[src/rtl/mux_rr_arbiter_pkg.sv]
// Shared types and helpers for the round-robin mux-select arbiter.
package mux_arb_pkg;

  localparam int NUM_REQ = 4;
  localparam int SEL_W   = 2;

  typedef enum logic {IDLE, GRANT} state_e;

  function automatic logic [NUM_REQ-1:0] onehot(input logic [SEL_W-1:0] sel);
    onehot      = '0;
    onehot[sel] = 1'b1;
  endfunction

endpackage

[src/rtl/mux_rr_arbiter_rr_pick.sv]
// Circular first-set-bit search: first mask bit at or after start, wrapping mod NUM_REQ.
module rr_pick
  import mux_arb_pkg::*;
(
  input  logic [NUM_REQ-1:0] mask,
  input  logic [SEL_W-1:0]   start,
  output logic               found,
  output logic [SEL_W-1:0]   idx
);

  logic [SEL_W-1:0] cand;

  // Scan from the farthest offset down so the nearest hit is written last.
  always_comb begin
    found = 1'b0;
    idx   = start;
    cand  = start;
    for (int i = NUM_REQ - 1; i >= 0; i--) begin
      cand = start + SEL_W'(i);
      if (mask[cand]) begin
        found = 1'b1;
        idx   = cand;
      end
    end
  end

endmodule

[src/rtl/mux_rr_arbiter.sv]
// Round-robin arbiter owning the 4:1 mux select; registered one-hot grant held per burst.
// Optional hold-time limit under contention: define MUX_ARB_TIMEOUT_EN.
module mux_rr_arbiter
  import mux_arb_pkg::*;
#(
  parameter int MAX_HOLD = 8
) (
  input  logic               clk_in,
  input  logic               rst_in,
  input  logic [NUM_REQ-1:0] req_in,
  output logic [NUM_REQ-1:0] grant_out,
  output logic [SEL_W-1:0]   sel_out,
  output logic               sel_valid_out,
  output logic               busy_out
);

  if (MAX_HOLD < 2 || MAX_HOLD > 256) begin : g_bad_max_hold
    $error("MAX_HOLD must lie in 2..256");
  end

  state_e             state_q, state_d;
  logic [SEL_W-1:0]   cur_q, cur_d;
  logic [SEL_W-1:0]   ptr_q, ptr_d;
  logic [NUM_REQ-1:0] grant_q, grant_d;
  logic [NUM_REQ-1:0] pick_mask;
  logic [SEL_W-1:0]   pick_start;
  logic               pick_found;
  logic [SEL_W-1:0]   pick_idx;
  logic               rotate;
  logic               load;

`ifdef MUX_ARB_TIMEOUT_EN
  localparam int CNT_W = $clog2(MAX_HOLD);
  logic [CNT_W-1:0] cnt_q, cnt_d;
  logic             expire;
  logic             others;

  assign others = |(req_in & ~onehot(cur_q));
  assign expire = (cnt_q == CNT_W'(MAX_HOLD - 1));
  assign rotate = !req_in[cur_q] || (expire && others);
`else
  assign rotate = !req_in[cur_q];
`endif

  // Handoff search excludes the current owner and starts just past it.
  always_comb begin
    pick_mask  = req_in;
    pick_start = ptr_q;
    if (state_q == GRANT) begin
      pick_mask  = req_in & ~onehot(cur_q);
      pick_start = cur_q + 2'd1;
    end
  end

  rr_pick u_pick (
    .mask  (pick_mask),
    .start (pick_start),
    .found (pick_found),
    .idx   (pick_idx)
  );

  always_comb begin
    state_d = state_q;
    cur_d   = cur_q;
    ptr_d   = ptr_q;
    load    = 1'b0;
`ifdef MUX_ARB_TIMEOUT_EN
    cnt_d   = cnt_q;
`endif
    if (state_q == IDLE) begin
      load = pick_found;
    end else if (rotate) begin
      if (pick_found) load = 1'b1;
      else            state_d = IDLE;
    end else begin
`ifdef MUX_ARB_TIMEOUT_EN
      cnt_d = expire ? '0 : cnt_q + 1'b1;
`endif
    end
    if (load) begin
      state_d = GRANT;
      cur_d   = pick_idx;
      ptr_d   = pick_idx + 2'd1;
`ifdef MUX_ARB_TIMEOUT_EN
      cnt_d   = '0;
`endif
    end
    grant_d = (state_d == GRANT) ? onehot(cur_d) : '0;
  end

  always_ff @(posedge clk_in) begin
    if (rst_in) begin
      state_q <= IDLE;
      cur_q   <= '0;
      ptr_q   <= '0;
      grant_q <= '0;
`ifdef MUX_ARB_TIMEOUT_EN
      cnt_q   <= '0;
`endif
    end else begin
      state_q <= state_d;
      cur_q   <= cur_d;
      ptr_q   <= ptr_d;
      grant_q <= grant_d;
`ifdef MUX_ARB_TIMEOUT_EN
      cnt_q   <= cnt_d;
`endif
    end
  end

  assign grant_out     = grant_q;
  assign sel_out       = cur_q;
  assign sel_valid_out = (state_q == GRANT);
  assign busy_out      = (state_q == GRANT);

endmodule
[config.mk]
export PLATFORM = sky130hd
export DESIGN_NAME = mux_rr_arbiter
export DESIGN_NICKNAME = d
export VERILOG_FILES = /design/src/rtl/mux_rr_arbiter_pkg.sv /design/src/rtl/mux_rr_arbiter_rr_pick.sv /design/src/rtl/mux_rr_arbiter.sv
export SDC_FILE = /design/constraint.sdc
export NUM_CORES = 1
export LEC_CHECK = 0
export BUFFER_PORTS_ARGS = -buffer_cell sky130_fd_sc_hd__buf_4
export CORE_AREA = 2 2 39 41
export DETAILED_ROUTE_END_ITERATION = 6
export DIE_AREA = 0 0 41 43
export GPL_ROUTABILITY_DRIVEN = 0
export PLACE_DENSITY = 0.71
export SETUP_SLACK_MARGIN = 0.4
export SLEW_MARGIN = 20
export SYNTH_ARGS = -nofsm -noshare
export SYNTH_HDL_FRONTEND = slang
export SYNTH_SLANG_ARGS = --single-unit
[constraint.sdc]
create_clock -name clk_in -period 4.15 [get_ports clk_in]
set_clock_uncertainty 0.1 [all_clocks]
set_input_delay 0.83 -clock clk_in [delete_from_list [all_inputs] [get_ports clk_in]]
set_output_delay 0.83 -clock clk_in [all_outputs]
set_load 0.01 [all_outputs]
==> impl_metrics.ini, run 1 <==
[placement]
dp.final_hpwl_um = 1120
io_buffers = 13

[floorplanning]
die_area_mm2 = 0.00176
die_w_um = 41
dieHeight_um = 43
initial_core_util_pct = 47.6
coreArea_mm2 = 0.00138
rows = 14
io_pins = 14

[run_status]
outcome = complete, no violations

[setup_path]
critPathCaptureType = register
path_cells = inv_1 -> ha_1 -> mux2i_4 -> nand2_1 -> a2bb2oi_1 -> o211ai_1 -> xor2_1 -> a211oi_1
critPathMaxFanout = 7
slowest_delay_ns = 0.48
critPathTopFamily = compound AO/OA/AOI/OAI gates
crit_buf_inv = 1
arrival_ns = 2.43
critical_path.slowest_cell = dfxtp_1
crit_required_ns = 4.22
start_kind = register
crit_type = reg2reg

[finish]
fillers = 137
syn2layout_area_growth_pct = 18.4
drive_gt1_share_pct = 31.8
seq_area_um2 = 180
antenna_cells_inserted = 0
nets = 99
multiInputGateArea_um2 = 442
utilization_pct = 56.4

[clock_tree]
holdBufCountCts = 0
clkLatencyLatePin_ns = 0.25
numClockSinks = 9
post-cts-setup-buffers = 0
cts_resized = 0
cts_max_level = 1
clockBufferDepth = 2
path_clk_slew_ns = 0.06
cts_tree = done
cts-root-buf = clkbuf_4
cts_inserted_buffers = 3

[timing]
finalHoldViolCount = 0
grt_setup_unrepaired = no
relSlewSlack_pct = 52.0
worst_slew_pin_slew_ns = 0.711
period_share_pct = 56.8
period_needed_ns = 2.36
setup_tns_ns = 0
final_max_slew_viol_count = 0
fmax_mhz = 424
setup_viol = 0

[power]
p_leak_nw = 0.319
p_sw_share_pct = 39.6
p_switching_mw = 0.159
p_seq_share_pct = 32.6
irDropWorstVdd_uv = 248
internal_power_mw = 0.242
clockPowerShare_pct = 15.7
combPwrFrac_pct = 51.7
power_density_mw_per_mm2 = 513

[synthesis]
synth_edf_count = 0
synth_nets = 84
synth.avg_cell_area_um2 = 8.91
yosysUniqueCellTypes = 37
synth-async-reset-ratio_pct = 0
yosys_warnings = 0
ys_top_cells_by_area = dfxtp_1, ha_1, nor2_1, nand3_1, mux2i_4
ys_seq_area_share_pct = 27.3
yosys_register_bits = 9
yosys.area.top_type = dfxtp_1
netlist.area_leader.share_pct = 27.3
dominantRegCellSynth = dfxtp_1
syn_inst = 74
netlist_area_um2 = 659

[routing]
drt_wl_total_um = 1430
first_pass_iters = 4
drt_iter0_markers = 12
viasPerCell = 5.72
drc = 0
wl_per_cell_um = 13.7
ant_nets = 0
vias = 595

[grt]
grt_pass1_vias = 621
grt-ovfl-total = 0
antenna_found_initial = 0
grt_max_degree = 13
grt_pass1_wl_um = 2360
grtUsageTotal_pct = 19.7

[hold_path]
hold_class = reg2reg

[flow_run]
drv_cap = 0
==> cells in the mapped netlist (all sizes together), types with 3 or more instances <==
master / count
inv: 4
buf: 3
nand3: 5
a21boi: 4
nor2: 10
dfxtp: 9
nor2b: 3
ha: 4
nand2: 4
o21ai: 3
a21oi: 4
==> placed cells by master, fill, tap and decap left out, types with 2 or more instances in the layout <==
cell	n
clkbuf_4	3
a21bo_2	2
nand2_1	4
dfxtp_1	9
nor3_1	2
a21boi_1	2
nand3_1	5
nor2_1	10
a21oi_1	3
ha_1	4
buf_4	13
nor2b_1	3
inv_1	4
==> flip-flops by register name (all words and copies together) (netlist names) <==
| register | flops |
|---|---|
| grant_out | 4 |
| ptr_q | 2 |
| busy_out | 1 |
| sel_out | 2 |
==> logic make-up after synthesis <==
kind of cell | count (synthesis) | synth area share [%]
AOI/OAI and AO/OA | 23 | 30.7
xor gates and xnor gates | 1 | 1.33
adders and majority gates | 4 | 7.59
buffers and inverters | 7 | 5.69
DFF | 9 | 27.3
muxes | 2 | 6.83
and+or+nand+nor | 28 | 20.5
==> final cells by class <==
class	count	share of cell area, %
Multi-Input combinational cell	58	56.6
Sequential cell	9	23.1
Timing Repair Buffer	13	12.5
Clock buffer	4	3.37
Tap cell	16	2.56
Inverter	4	1.92
==> tightest hold or removal path: stages, from the launching register on <==
cell and delay [ns]:
dfxtp_1 0.31, nor2_1 0.09, nor3_1 0.05
==> through the flow <==
step | cells | hold slack [ns] | worst slack [ns] | cell area [µm²] | power [mW]
2_1_floorplan | 74 | 0.369 | 1.97 | 659 | 0.281
3_3_place_gp | 100 | 0.399 | 1.79 | 754 | 0.334
3_5_place_dp | 100 | 0.397 | 1.69 | 754 | 0.338
4_1_cts | 104 | 0.405 | 1.83 | 781 | 0.404
5_1_grt | 104 | 0.435 | 1.63 | 781 | 0.434
6_report | 104 | 0.394 | 1.79 | 781 | 0.401
==> power by group through the flow <==
stage / combinational (mW) / sequential (mW) / clock [mW]
final: 0.207 / 0.131 / 0.0629
after global routing: 0.226 / 0.134 / 0.0741
after CTS: 0.206 / 0.131 / 0.0676
after detailed placement: 0.205 / 0.133 / 0
after global placement: 0.202 / 0.133 / 0
after floorplan: 0.149 / 0.132 / 0
==> final timing paths <==
path | start | endpoint | slack, ns | depth (start not counted)
worst min register to register | ptr_q[0] | ptr_q[0] | 0.39 | 2
worst max register to register | sel_out[1] | ptr_q[1] | 1.79 | 8
worst max-delay path | sel_out[1] | ptr_q[1] | 1.79 | 8
worst min-delay path | ptr_q[0] | ptr_q[0] | 0.39 | 2
==> metal layers <==
metal / wire length [µm] / global-route usage (%) / vias up
met5: 0 / 0 / -
met4: 29 / 8.00 / 0
met3: 96 / 9.95 / 4
met2: 695 / 30.6 / 21
met1: 606 / 21.6 / 271
li1: - / - / 299
(Power assumes the default switching activity.)
==> inputs of run 2 (changes only) <==
--- a/config.mk
+++ b/config.mk
@@ -6,11 +6,10 @@
 export NUM_CORES = 1
 export LEC_CHECK = 0
 export BUFFER_PORTS_ARGS = -buffer_cell sky130_fd_sc_hd__buf_4
-export CORE_AREA = 2 2 39 41
+export CORE_UTILIZATION = 46
 export DETAILED_ROUTE_END_ITERATION = 6
-export DIE_AREA = 0 0 41 43
 export GPL_ROUTABILITY_DRIVEN = 0
-export PLACE_DENSITY = 0.71
+export PLACE_DENSITY = 0.7
 export SETUP_SLACK_MARGIN = 0.4
 export SLEW_MARGIN = 20
 export SYNTH_ARGS = -nofsm -noshare
==> constraint.sdc (replaced) <==
create_clock -name clk_in -period 1.99 [get_ports clk_in]
set_clock_uncertainty 0.1 [all_clocks]
set_input_delay 0.398 -clock clk_in [delete_from_list [all_inputs] [get_ports clk_in]]
set_output_delay 0.398 -clock clk_in [all_outputs]
set_load 0.01 [all_outputs]
==> run 2 against run 1 <==
  * Sequential share of layout area fell by 4.1 points
  * Sequential power rose by 110%
  * Global-route usage rose by 7.0 points
  * Power rose to 2.7 times the previous value
  * Non-clock buffer count rose by 12
  * Register-to-register slack got worse by 1.7 ns
  * Setup slack got worse by 1.7 ns
  * Via count rose by 14%
  * Critical endpoint unchanged
  * Largest cell class unchanged
==> impl_metrics.ini, run 2 (synthesis gave the netlist of run 1 again) <==
[run_status]
outcome = complete, no violations

[timing]
period_needed_ns = 1.92
setup_viol = 0
grt_setup_unrepaired = yes
final_max_slew_viol_count = 0
fmax_mhz = 522
worst_slew_pin_slew_ns = 0.455
finalHoldViolCount = 0
relSlewSlack_pct = 69.3
finalWorstSetupSlack_ns = 0.0738
period_share_pct = 96.3

[clock_tree]
cts-root-buf = clkbuf_4
cts_tree = done
numClockSinks = 9
path_clk_slew_ns = 0.06
cts_inserted_buffers = 3
holdBufCountCts = 0
clkLatencyLatePin_ns = 0.25
clockBufferDepth = 2
cts_max_level = 1

[grt]
grt_max_degree = 10
grt_pass1_vias = 622
grtUsageTotal_pct = 26.7
antenna_found_initial = 0
grt_pass1_wl_um = 2760
grt-ovfl-total = 0

[floorplanning]
coreArea_mm2 = 0.00132
io_pins = 14
dieHeight_um = 39.9
rows = 13
die_w_um = 39.9
initial_core_util_pct = 50.0
die_area_mm2 = 0.00159

[routing]
vias = 680
first_pass_iters = 4
ant_nets = 0
viasPerCell = 5.91
drt_iter0_markers = 26
drt_wl_total_um = 1820
drc = 0
wl_per_cell_um = 15.9

[finish]
antenna_cells_inserted = 0
final_common_cell = buf_4
nets = 111
finalNonFillerCells = 115
fillers = 101
largest_register_ffs = 4
drive_gt1_share_pct = 61.0
final_area_um2 = 997
layout_common_cells = buf_4, nor2_1, dfxtp_1
syn2layout_area_growth_pct = 51.2

[power]
p_seq_share_pct = 25.6
internal_power_mw = 0.654
p_sw_share_pct = 39.7
combPwrFrac_pct = 61.8
power_mw = 1.09
irDropWorstVdd_uv = 657
clockPowerShare_pct = 12.6
p_switching_mw = 0.431
p_leak_nw = 0.409
power_density_mw_per_mm2 = 1090

[placement]
dp.final_hpwl_um = 1290
placed_cells = 102
dpl_cell_area_um2 = 847
io_buffers = 13
preCtsSetupSlack_ns = 0.0445

[setup_path]
critPathMaxFanout = 6
slowest_delay_ns = 0.39
start_kind = register
critical_path.slowest_cell = dfxtp_4
crit_type = reg2reg
cp.depth = 8
crit_required_ns = 2.02
r2r_slack_ns = 0.07
reg2reg_depth = 8
path_cells = inv_4 -> ha_4 -> mux2i_4 -> nand3_2 -> o311ai_2 -> a2bb2oi_2 -> xor2_1 -> a211oi_2
arrival_ns = 1.95
crit_buf_inv = 1
critPathCaptureType = register
critPathTopFamily = compound AO/OA/AOI/OAI gates

[hold_path]
hold_path_depth = 2
hold_class = in2reg

[flow_run]
drv_cap = 0
[run 2: cell count changes in the layout (fill, tap and decap cells not counted), sizes merged]
| cell | delta |
|---|---|
| buf | +12 |
[run 2: worst paths after layout]
check,start,endpoint
max,sel_out[0],ptr_q[1]
min,rst_in,grant_out[1]
max reg2reg,sel_out[0],ptr_q[1]
min reg2reg,ptr_q[0],ptr_q[0]
[run 2: layout make-up]
class	count	area (µm²)	area share, %
Tap cell	15	18.8	1.88
Sequential cell	9	189	18.9
Timing Repair Buffer	25	191	19.2
Multi-Input combinational cell	58	552	55.3
Clock buffer	4	26.3	2.63
Inverter	4	20.0	2.01
[run 2: metal layers]
metal | global-route usage [%] | share of wire (%) | vias to the layer above | routed length, µm
li1 | - | - | 324 | -
met3 | 7.39 | 4.4 | 2 | 80
met1 | 32.7 | 43 | 335 | 786
met4 | 6.03 | 0.44 | 0 | 8
met5 | 0 | 0 | - | 0
met2 | 45.2 | 52 | 19 | 948
[run 2: what timing repair did]
item                                    in CTS  in global routing
hold endpoints to repair                     0                  0
gates resized for setup                      6                  7
endpoints found under the setup margin       8                  9
pin swaps                                    4                  4
gates cloned                                 0                  0
setup buffers                                7                  2
[run 2: power groups by stage]
stage / Clock [mW] / Combinational, mW / Sequential (mW)
floorplan: 0 / 0.360 / 0.288
global placement: 0 / 0.493 / 0.282
global route: 0.152 / 0.716 / 0.283
finish: 0.137 / 0.671 / 0.278
detailed placement: 0 / 0.502 / 0.283
CTS: 0.141 / 0.595 / 0.276
[run 2: metrics by stage]
stage | hold slack [ns] | TNS (ns) | utilization (%)
2_1_floorplan | 0.375 | 0 | -
3_3_place_gp | 0.405 | 0 | 64.3
3_5_place_dp | 0.420 | 0 | 64.3
4_1_cts | 0.259 | 0 | 72.4
5_1_grt | 0.279 | -0.00248 | 75.7
6_report | 0.284 | 0 | 75.7
